## config.mk

```make
export PLATFORM = sky130hd
export DESIGN_NAME = lsu_ctrl
export DESIGN_NICKNAME = d
export VERILOG_FILES = /design/src/rtl/lsu_ctrl.sv
export SDC_FILE = /design/constraint.sdc
export NUM_CORES = 1
export LEC_CHECK = 0
export ABC_AREA = 1
export BUFFER_PORTS_ARGS = -buffer_cell sky130_fd_sc_hd__buf_4
export CAP_MARGIN = 20
export CORE_AREA = 2 2 150 152
export CTS_CLUSTER_DIAMETER = 80
export CTS_CLUSTER_SIZE = 8
export DETAILED_ROUTE_END_ITERATION = 16
export DIE_AREA = 0 0 152 154
export GPL_ROUTABILITY_DRIVEN = 0
export PLACE_DENSITY = 0.78
export SYNTH_ARGS = -nofsm -noshare
export SYNTH_HDL_FRONTEND = slang
export SYNTH_SLANG_ARGS = --single-unit
```

## constraint.sdc

```tcl
create_clock -name clk -period 5.6 [get_ports clk]
set_input_delay 0 -clock clk [delete_from_list [all_inputs] [get_ports clk]]
set_output_delay 0 -clock clk [all_outputs]
set_load 0.02 [all_outputs]
```

## src/rtl/lsu_ctrl.sv

```systemverilog
`timescale 1ns/1ps
`default_nettype none
// ============================================================================
// Module      : lsu_ctrl
// Description : RV64I load/store unit controller. Accepts one request at a
//               time, checks it for faults, performs a single-cycle access
//               to a byte-addressed data memory and returns an extended
//               load result (or fault cause) through a valid/ready response.
// Revision    : 1.0 - initial release
// ============================================================================
module lsu_ctrl #(
  parameter int unsigned MEM_BYTES = 65536
) (
  input  logic        clk,
  input  logic        rst,
  // request channel
  input  logic        req_valid,
  output logic        req_ready,
  input  logic        req_we,
  input  logic [2:0]  req_funct3,
  input  logic [31:0] req_addr,
  input  logic [63:0] req_wdata,
  input  logic [4:0]  req_rd,
  // data memory
  output logic        mem_rden,
  output logic [7:0]  mem_wren,
  output logic [31:0] mem_rdaddress,
  output logic [31:0] mem_wraddress,
  output logic [63:0] mem_write_data,
  input  logic [63:0] mem_read_data,
  // response channel
  output logic        resp_valid,
  input  logic        resp_ready,
  output logic [63:0] resp_data,
  output logic [4:0]  resp_rd,
  output logic [1:0]  resp_cause
);

  // FSM encoding
  localparam logic [1:0] c_st_idle   = 2'd0;
  localparam logic [1:0] c_st_access = 2'd1;
  localparam logic [1:0] c_st_resp   = 2'd2;

  // Response cause codes
  localparam logic [1:0] c_cause_ok        = 2'b00;
  localparam logic [1:0] c_cause_misalign  = 2'b01;
  localparam logic [1:0] c_cause_illegal   = 2'b10;
  localparam logic [1:0] c_cause_range     = 2'b11;

  // Memory size widened by one bit so addr+size-1 never wraps
  localparam logic [32:0] c_mem_bytes = 33'(MEM_BYTES);

  // --------------------------------------------------------------------------
  // State and latched request fields
  // --------------------------------------------------------------------------
  logic [1:0]  r_state;
  logic        r_we;
  logic [2:0]  r_funct3;
  logic [4:0]  r_rd;

  // Registered memory-side outputs
  logic        r_mem_rden;
  logic [7:0]  r_mem_wren;
  logic [31:0] r_mem_rdaddress;
  logic [31:0] r_mem_wraddress;
  logic [63:0] r_mem_write_data;

  // Registered response-side outputs
  logic        r_resp_valid;
  logic [63:0] r_resp_data;
  logic [4:0]  r_resp_rd;
  logic [1:0]  r_resp_cause;

  // Request decode results
  logic [2:0]  w_size_m1;
  logic [7:0]  w_wmask;
  logic        w_illegal;
  logic        w_misaligned;
  logic [32:0] w_last_byte;
  logic        w_out_of_range;
  logic [1:0]  w_cause;

  // Extended load result from the current memory word
  logic [63:0] w_load_ext;

  // --------------------------------------------------------------------------
  // Decode the incoming request: access size, byte mask and fault cause.
  // Faults are prioritised illegal > misaligned > out of range.
  // --------------------------------------------------------------------------
  always_comb begin
    w_size_m1 = 3'd0;
    w_wmask   = 8'h01;
    case (req_funct3[1:0])
      2'b00: begin w_size_m1 = 3'd0; w_wmask = 8'h01; end
      2'b01: begin w_size_m1 = 3'd1; w_wmask = 8'h03; end
      2'b10: begin w_size_m1 = 3'd3; w_wmask = 8'h0F; end
      default: begin w_size_m1 = 3'd7; w_wmask = 8'hFF; end
    endcase

    // Stores only have four encodings; loads reserve 111
    w_illegal      = req_we ? req_funct3[2] : (req_funct3 == 3'b111);
    // Natural alignment: the low address bits covered by the size must be 0
    w_misaligned   = |(req_addr[2:0] & w_size_m1);
    w_last_byte    = {1'b0, req_addr} + {30'd0, w_size_m1};
    w_out_of_range = (w_last_byte >= c_mem_bytes);

    if (w_illegal) begin
      w_cause = c_cause_illegal;
    end else if (w_misaligned) begin
      w_cause = c_cause_misalign;
    end else if (w_out_of_range) begin
      w_cause = c_cause_range;
    end else begin
      w_cause = c_cause_ok;
    end
  end

  // --------------------------------------------------------------------------
  // Size/sign extension of the memory word. The memory returns bytes starting
  // at the requested address, so the operand is always the low bits.
  // --------------------------------------------------------------------------
  always_comb begin
    w_load_ext = mem_read_data;
    case (r_funct3)
      3'b000:  w_load_ext = {{56{mem_read_data[7]}},  mem_read_data[7:0]};
      3'b001:  w_load_ext = {{48{mem_read_data[15]}}, mem_read_data[15:0]};
      3'b010:  w_load_ext = {{32{mem_read_data[31]}}, mem_read_data[31:0]};
      3'b100:  w_load_ext = {56'd0, mem_read_data[7:0]};
      3'b101:  w_load_ext = {48'd0, mem_read_data[15:0]};
      3'b110:  w_load_ext = {32'd0, mem_read_data[31:0]};
      default: w_load_ext = mem_read_data;
    endcase
  end

  // --------------------------------------------------------------------------
  // Request/access/response sequencing. Memory strobes are raised on the
  // accept edge and dropped on the following edge, so they are high for
  // exactly the ACCESS cycle; asynchronous reset kills them immediately.
  // --------------------------------------------------------------------------
  always_ff @(posedge clk or negedge rst) begin
    if (!rst) begin
      r_state          <= c_st_idle;
      r_we             <= 1'b0;
      r_funct3         <= 3'd0;
      r_rd             <= 5'd0;
      r_mem_rden       <= 1'b0;
      r_mem_wren       <= 8'h00;
      r_mem_rdaddress  <= 32'd0;
      r_mem_wraddress  <= 32'd0;
      r_mem_write_data <= 64'd0;
      r_resp_valid     <= 1'b0;
      r_resp_data      <= 64'd0;
      r_resp_rd        <= 5'd0;
      r_resp_cause     <= c_cause_ok;
    end else begin
      case (r_state)
        c_st_idle: begin
          if (req_valid) begin
            r_we     <= req_we;
            r_funct3 <= req_funct3;
            r_rd     <= req_rd;
            if (w_cause != c_cause_ok) begin
              // Faulting request: answer straight away, memory untouched
              r_state      <= c_st_resp;
              r_resp_valid <= 1'b1;
              r_resp_data  <= 64'd0;
              r_resp_rd    <= req_rd;
              r_resp_cause <= w_cause;
            end else begin
              r_state <= c_st_access;
              if (req_we) begin
                r_mem_wren       <= w_wmask;
                r_mem_wraddress  <= req_addr;
                r_mem_write_data <= req_wdata;
              end else begin
                r_mem_rden      <= 1'b1;
                r_mem_rdaddress <= req_addr;
              end
            end
          end
        end

        c_st_access: begin
          // Single access cycle; read data is captured on this edge
          r_mem_rden   <= 1'b0;
          r_mem_wren   <= 8'h00;
          r_state      <= c_st_resp;
          r_resp_valid <= 1'b1;
          r_resp_data  <= r_we ? 64'd0 : w_load_ext;
          r_resp_rd    <= r_rd;
          r_resp_cause <= c_cause_ok;
        end

        c_st_resp: begin
          // Response fields hold until the consumer takes them
          if (resp_ready) begin
            r_resp_valid <= 1'b0;
            r_state      <= c_st_idle;
          end
        end

        default: begin
          r_state      <= c_st_idle;
          r_mem_rden   <= 1'b0;
          r_mem_wren   <= 8'h00;
          r_resp_valid <= 1'b0;
        end
      endcase
    end
  end

  // --------------------------------------------------------------------------
  // Outputs come straight from registers
  // --------------------------------------------------------------------------
  assign req_ready      = (r_state == c_st_idle);
  assign mem_rden       = r_mem_rden;
  assign mem_wren       = r_mem_wren;
  assign mem_rdaddress  = r_mem_rdaddress;
  assign mem_wraddress  = r_mem_wraddress;
  assign mem_write_data = r_mem_write_data;
  assign resp_valid     = r_resp_valid;
  assign resp_data      = r_resp_data;
  assign resp_rd        = r_resp_rd;
  assign resp_cause     = r_resp_cause;

endmodule
`default_nettype wire

```

## Word level (Yosys, flattened, before mapping)

Index checks and enable logic that the tools add are counted.

- Add/sub/neg operators: 1
- Magnitude comparators: 1
- Eq/ne operators: 16
- Mux-type cells: 33
- Bitwise gates (word level): 4
- Reduce and logical (&&, ||, !) cells: 14

Operators with widths:

| kind | number |
|---|---|
| $pmux 64 s6 | 1 |
| $mux 64 | 3 |
| $pmux 64 s2 | 1 |
| $add 32x3->33 | 1 |
| $ge 33x17->1 const B | 1 |
| $mux 8 | 3 |
| $pmux 8 s3 | 1 |
| $mux 2 | 8 |
| $pmux 8 s2 | 1 |
| $reduce_and 4->1 | 4 |
| $eq 3x3->1 const B | 4 |
| $mux 5 | 2 |
| $pmux 5 s2 | 1 |
| $pmux 3 s3 | 1 |
| $ne 2x2->1 const B | 4 |
| $mux 1 | 7 |
| $pmux 2 s3 | 1 |
| $reduce_and 3->1 | 2 |
| $eq 2x1->1 const B | 2 |
| $eq 2x2->1 const B | 2 |
| $logic_not 2->1 | 2 |
| $ne 2x1->1 const B | 2 |
| $pmux 2 s2 | 1 |
| $reduce_and 2->1 | 2 |
| 9 further kinds | 12 |

- Register bits after elaboration: 220
- Input port bits: 173
- Output and inout port bits: 210

## Longest topological paths before layout

- Depth in word-level cells: 11
- Mapped depth: 24

## Worst setup path before layout

OpenSTA, ideal clock, no wires.

- Kind: input -> register
- Start point: input req_funct3[0]
- End point: register r_mem_wraddress[0] (netlist: mem_wraddress[0])
- Library setup time: 116 ps
- Arrival: 2249 ps
- Data required time: 5484 ps
- Path slack: 3235 ps
- Stages on the path: 22
- Path buffers: 2
- Path through: or2_2 > ha_1 > inv_1 > fa_1 > inv_1 > nand2_1 > nand2_1 > nand2_1 > nor2_2 > nand3_1 > nand2_1 > nand2_1 > nor2_1 > nand2_1 > nor2_2 > nand3_2 > nor2_4 > nand4_2 > buf_2 > buf_2 > nand2_1 > nand2_1

- Word-level cells in the longest chain between the ends: 10
- Elaborated cells on any way between the ends: 16
- Classes of those cells: add/sub (1); order compare (1); eq/ne (3); mux (5); bitwise (2); reduce/logical (4)

RTL lines:

| item | line | text |
|---|---|---|
| start: declaration | 20 | `input logic [2:0] req_funct3,` |
| $eq 2x2->1, or another cell as far along | 93 | `case (req_funct3[1:0])` |
| $pmux 3 s3 | 93 |  |
| $add 32x3->33 | 104 | `w_last_byte = {1'b0, req_addr} + {30'd0, w_size_m1};` |
| $ge 33x17->1 | 105 | `w_out_of_range = (w_last_byte >= c_mem_bytes);` |
| $mux 2 | 111 | `end else if (w_out_of_range) begin` |
| $mux 2 | 109 | `end else if (w_misaligned) begin` |
| $mux 2 (*) | 107 | `if (w_illegal) begin` |
| $reduce_bool 2->1 (*) | 162 | `if (w_cause != c_cause_ok) begin` |
| $not 1->1 (no line) (*) | n/a |  |
| $reduce_and 4->1 (no line) (*) | n/a |  |
| end signal: assignment | 173 | `r_mem_wraddress <= req_addr;` |
| end: declaration | 65 | `logic [31:0] r_mem_wraddress;` |

Every way passes the cells marked *; elsewhere a longest branch is shown, timed or not.
A chain may end at the register's enable or synchronous reset.

## Worst setup path after layout

- Start point: input req_funct3[0]
- End point: register r_mem_write_data[32] (netlist: mem_write_data[32])

- Word-level cells in the longest chain between the ends: 10
- Elaborated cells on any way between the ends: 16
- Classes of those cells: add/sub (1); order compare (1); eq/ne (3); mux (5); bitwise (2); reduce/logical (4)

RTL lines:

| item | line | text |
|---|---|---|
| $eq 2x2->1, or another cell as far along | 93 |  |
| $pmux 3 s3 | 93 |  |
| $add 32x3->33 | 104 |  |
| $ge 33x17->1 | 105 |  |
| $mux 2 | 111 |  |
| $mux 2 | 109 |  |
| $mux 2 (*) | 107 |  |
| $reduce_bool 2->1 (*) | 162 |  |
| $not 1->1 (no line) (*) | n/a |  |
| $reduce_and 4->1 (no line) (*) | n/a |  |
| end signal: assignment | 174 | `r_mem_write_data <= req_wdata;` |
| end: declaration | 66 | `logic [63:0] r_mem_write_data;` |

Marked as above.

==> results summary <==
The flow ran to the end, and the final reports show no timing, DRC or antenna violations. The worst pin sits at a relative slew slack of 32.8%. The core region is 0.0217 sq mm. The synthesized netlist cell count is 1,198. The total global routing track utilization is 27.3%. Setup repair after global routing left no endpoint under its margin. The slew at the pin with the worst max-slew slack came out at 1.01 ns. The path class of the tightest hold or removal check is primary input to async pin. The number of optimization iterations in the first detailed-route pass is 5. The count of nets left with antenna violations once routing finished came out at 0.

The critical path goes through dlygate4sd3_1 -> buf_4 -> or2_2 -> ha_1 -> inv_1 -> fa_1 -> inv_1 -> nand2_1 -> nand2_1 -> nand2_1 -> nor2_1 -> nand2_1 -> nand2_1 -> nand2_1 -> nor2_1 -> nand2_1 -> nor2_1 -> nand3_2 -> nor2_4 -> nand4_4 -> inv_2 -> buf_4 -> nand2_1 -> nand2_1. The top cell type's share of synthesized area is 56.8%. Setup slack closes at 2.01 ns. The tree is rooted in a clkbuf_16. By area the synthesized netlist is led by dfrtp_1 57%, nand2_1 25%, o21ai_0 3.1%. In this run the deepest clock path goes through 3 buffers.

Among all stages on the critical path, the largest delay is contributed by inv_2. For this run, the slowest stage of the critical path takes 0.58 ns. For this block, the initial DRC count from the detailed router was 555. 383 I/O pins were placed. CTS built an H-tree with a depth of 1.

The achievable clock frequency came out at 279 MHz. The dominant cell type by area after synthesis is dfrtp_1. Of all nets on the critical path, the largest fanout is 43. The first global-routing pass estimated 52.4 mm of wire. The fraction of the cycle the final worst path needs came out at 64.1%. The clock drives 216 sinks. The height of the chip came out at 154 um.

Once the floorplan was initialized, standard cells occupied 43.9% of the core. The CTS clock-pin slew for the worst setup and hold paths came out at 0.05 ns. The post-synth design cell area is 0.00952 sq mm. The number of distinct standard cells referenced by the synthesized netlist is 28. The routed design has 33.0 mm of wire. The number of global-route vias before repair is 10,100. The start-to-end type of the worst setup path is primary input to flip-flop. The die outline width came out at 152 um. Overall power consumption after layout is estimated at 4.00 mW. The number of nets in the synthesized netlist is 1,375. The CTS buffer count came out at 30. The estimated wirelength of the detail-placed design is 20.7 mm. Data on the critical path is required at its endpoint by 6.06 ns. For this design the ratio of total power to cell area is 269 mW/mm^2. In this run, the combinational gates consume 18.1% of the power. The static leakage is 8.53 nW. The number of storage elements in the synthesis netlist came out at 216. The worst setup timing slack at the placement stage is 2.09 ns.

The number of warnings issued by yosys came out at 0. The number of remaining DRC errors is 0. The switching portion of total power is 28.3%. The endpoint type of the worst setup path is a flip-flop.

The layout cell share with drive strength beyond 1 came out at 25.6%. The critical path data arrival time came out at 4.05 ns. The global route total overflow is 0. The total placed instance area came out at 0.0125 sq mm. In this run the power spent charging and discharging nets is 1.13 mW. The nature of the critical path startpoint is a primary input. The clock tree from TritonCTS is built.

The number of buffers added for setup after CTS came out at 0. The library cells used most frequently in the layout, excluding fill and tap cells, are 630 x nand2_1, 389 x buf_4, 216 x dfrtp_1. The pin count of the biggest net entering global routing is 99. At the later pin of the worst-skew pair, clock insertion delay measures 0.52 ns. The worst setup skew after layout is 0.0106 ns. The number of hold-slack violations in the final timing report is 0. The setup-violating endpoint count in the final report came out at 0. For the final routed database, the setup TNS stands at 0 ns.

The initial antenna violation count came out at 1. Cell internal power was estimated by the tool at 2.87 mW. The number of core rows is 54. The post-route cell area came out at 0.0149 sq mm.

The library cell used most frequently in the layout, excluding fill and tap cells, is nand2_1. The smallest clock period supported by the final layout is computed as 3.59 ns. Across the run, the number of max-cap violations was 0. The cell repeated most along the worst path is nand2_1. The number of vias after detailed routing is 9,913. The average detailed-routed wire length per instance came out at 16.4 um. The average instance in the mapped netlist occupies 7.95 sq um. The total number of nets in the final design came out at 1,902. The largest voltage drop on the vdd net came out at 0.183 mV. The count of buffers from port buffering came out at 382.

The die covers 0.0234 sq mm. The signed area change from the synthesized netlist to the final layout came out at 56.2%. The number of vias per cell after detailed routing is 4.94. The sequential fraction of design power is 42.6%. The portion of the post-synthesis area used by sequential elements came out at 56.8%. The clock share of power is 39.3%. The max-slew violation total from the final report is 0.
[timing repair]
| item | 4_1_cts | 5_1_grt |
|---|---|---|
| endpoints found under the hold margin | 277 | 0 |
| hold buffers | 158 | 0 |
| resized for setup | 0 | 0 |
[cells in the mapped netlist]
cell and instances:
o21ai_0 59, xor2_1 1, a21oi_1 3, nor3_1 1
nand2_4 1, o2111ai_1 1, nand4_1 4, or2_2 2
dfrtp_1 216, buf_2 8, nand4_2 1, and2_1 2
nor2_4 3, nand3_2 2, buf_4 13, ha_1 3
inv_1 74, nand2_2 1, fa_1 1, a311oi_1 1
nand2_1 630, nor2_2 7, inv_2 1, nand3_1 43
buf_6 7, nor2_1 78, nand3b_1 10, clkbuf_1 25
[area by class of cell]
| class | instances | area, sq um |
|---|---|---|
| fill | 1625 | 6810 |
| multi-input combinational | 854 | 3540 |
| sequential | 216 | 5410 |
| tap | 280 | 350 |
| antenna | 1 | 2.50 |
| clock buffer | 31 | 776 |
| inverter | 75 | 282 |
| timing repair buffer | 548 | 4520 |
[path summary, 6_finish.rpt]
| path | startpoint | endpoint | slack, ns | cells after the start |
|---|---|---|---|---|
| max in group asynchronous | rst | mem_write_data[16] | 4.09 | 3 |
| min in group clk | req_addr[31] | mem_rden | 0.18 | 10 |
| min reg2reg | r_state[0] | mem_rden | 0.45 | 1 |
| min | rst | resp_data[18] | 0.11 | 2 |
| max reg2reg | r_funct3[1] | resp_data[35] | 2.60 | 5 |
| max | req_funct3[0] | mem_write_data[32] | 2.01 | 24 |
[metal layers]
metal	GRT usage, %	share of wire [%]	up-vias
met5	0	0	-
met4	12.5	4.6	0
li1	-	-	4686
met3	5.10	6.8	115
met2	47.9	50	449
met1	32.7	38	4663
[logic make-up after synthesis]
family,after synthesis,share of synthesized area [%]
and+or+nand+nor,785,32.9
xor gates and xnor gates,1,0.0920
adders and majority gates,4,0.605
AOI/OAI and AO/OA,64,3.44
DFF,216,56.8
buffers and inverters,128,6.22
[worst max-delay path: cells and delay by family]
family / cells / cell delay (ns)
simple gates: 16 / 1.59
fa+ha+maj: 2 / 0.52
buf+inv: 6 / 1.89
[stage by stage]
| stage | std cells | util [%] | hold slack [ns] |
|---|---|---|---|
| after floorplan | 1198 | - | -0.296 |
| after global placement | 1815 | 57.7 | 0.0911 |
| after detailed placement | 1815 | 57.7 | 0.0903 |
| after CTS | 2004 | 68.6 | 0.140 |
| after global routing | 2005 | 68.6 | 0.192 |
| final | 2005 | 68.6 | 0.114 |
[state kept, by name, indices dropped and copies added, names as in the netlist]
register        count
mem_write_data     64
resp_data          64
mem_rdaddress      32
mem_wraddress      32
r_rd                5
resp_rd             5
mem_wren            4
r_funct3            3
r_state             2
resp_cause          2
mem_rden            1
r_we                1
resp_valid          1
[power groups by stage]
stage / logic (mW) / clock network, mW / registers (mW)
floorplan: 0.359 / 0 / 1.72
global placement: 0.620 / 0 / 1.72
detailed placement: 0.624 / 0 / 1.73
CTS: 0.720 / 1.60 / 1.70
global route: 0.798 / 1.68 / 1.71
finish: 0.725 / 1.57 / 1.70
No activity file was read; power rests on OpenSTA's default activity.
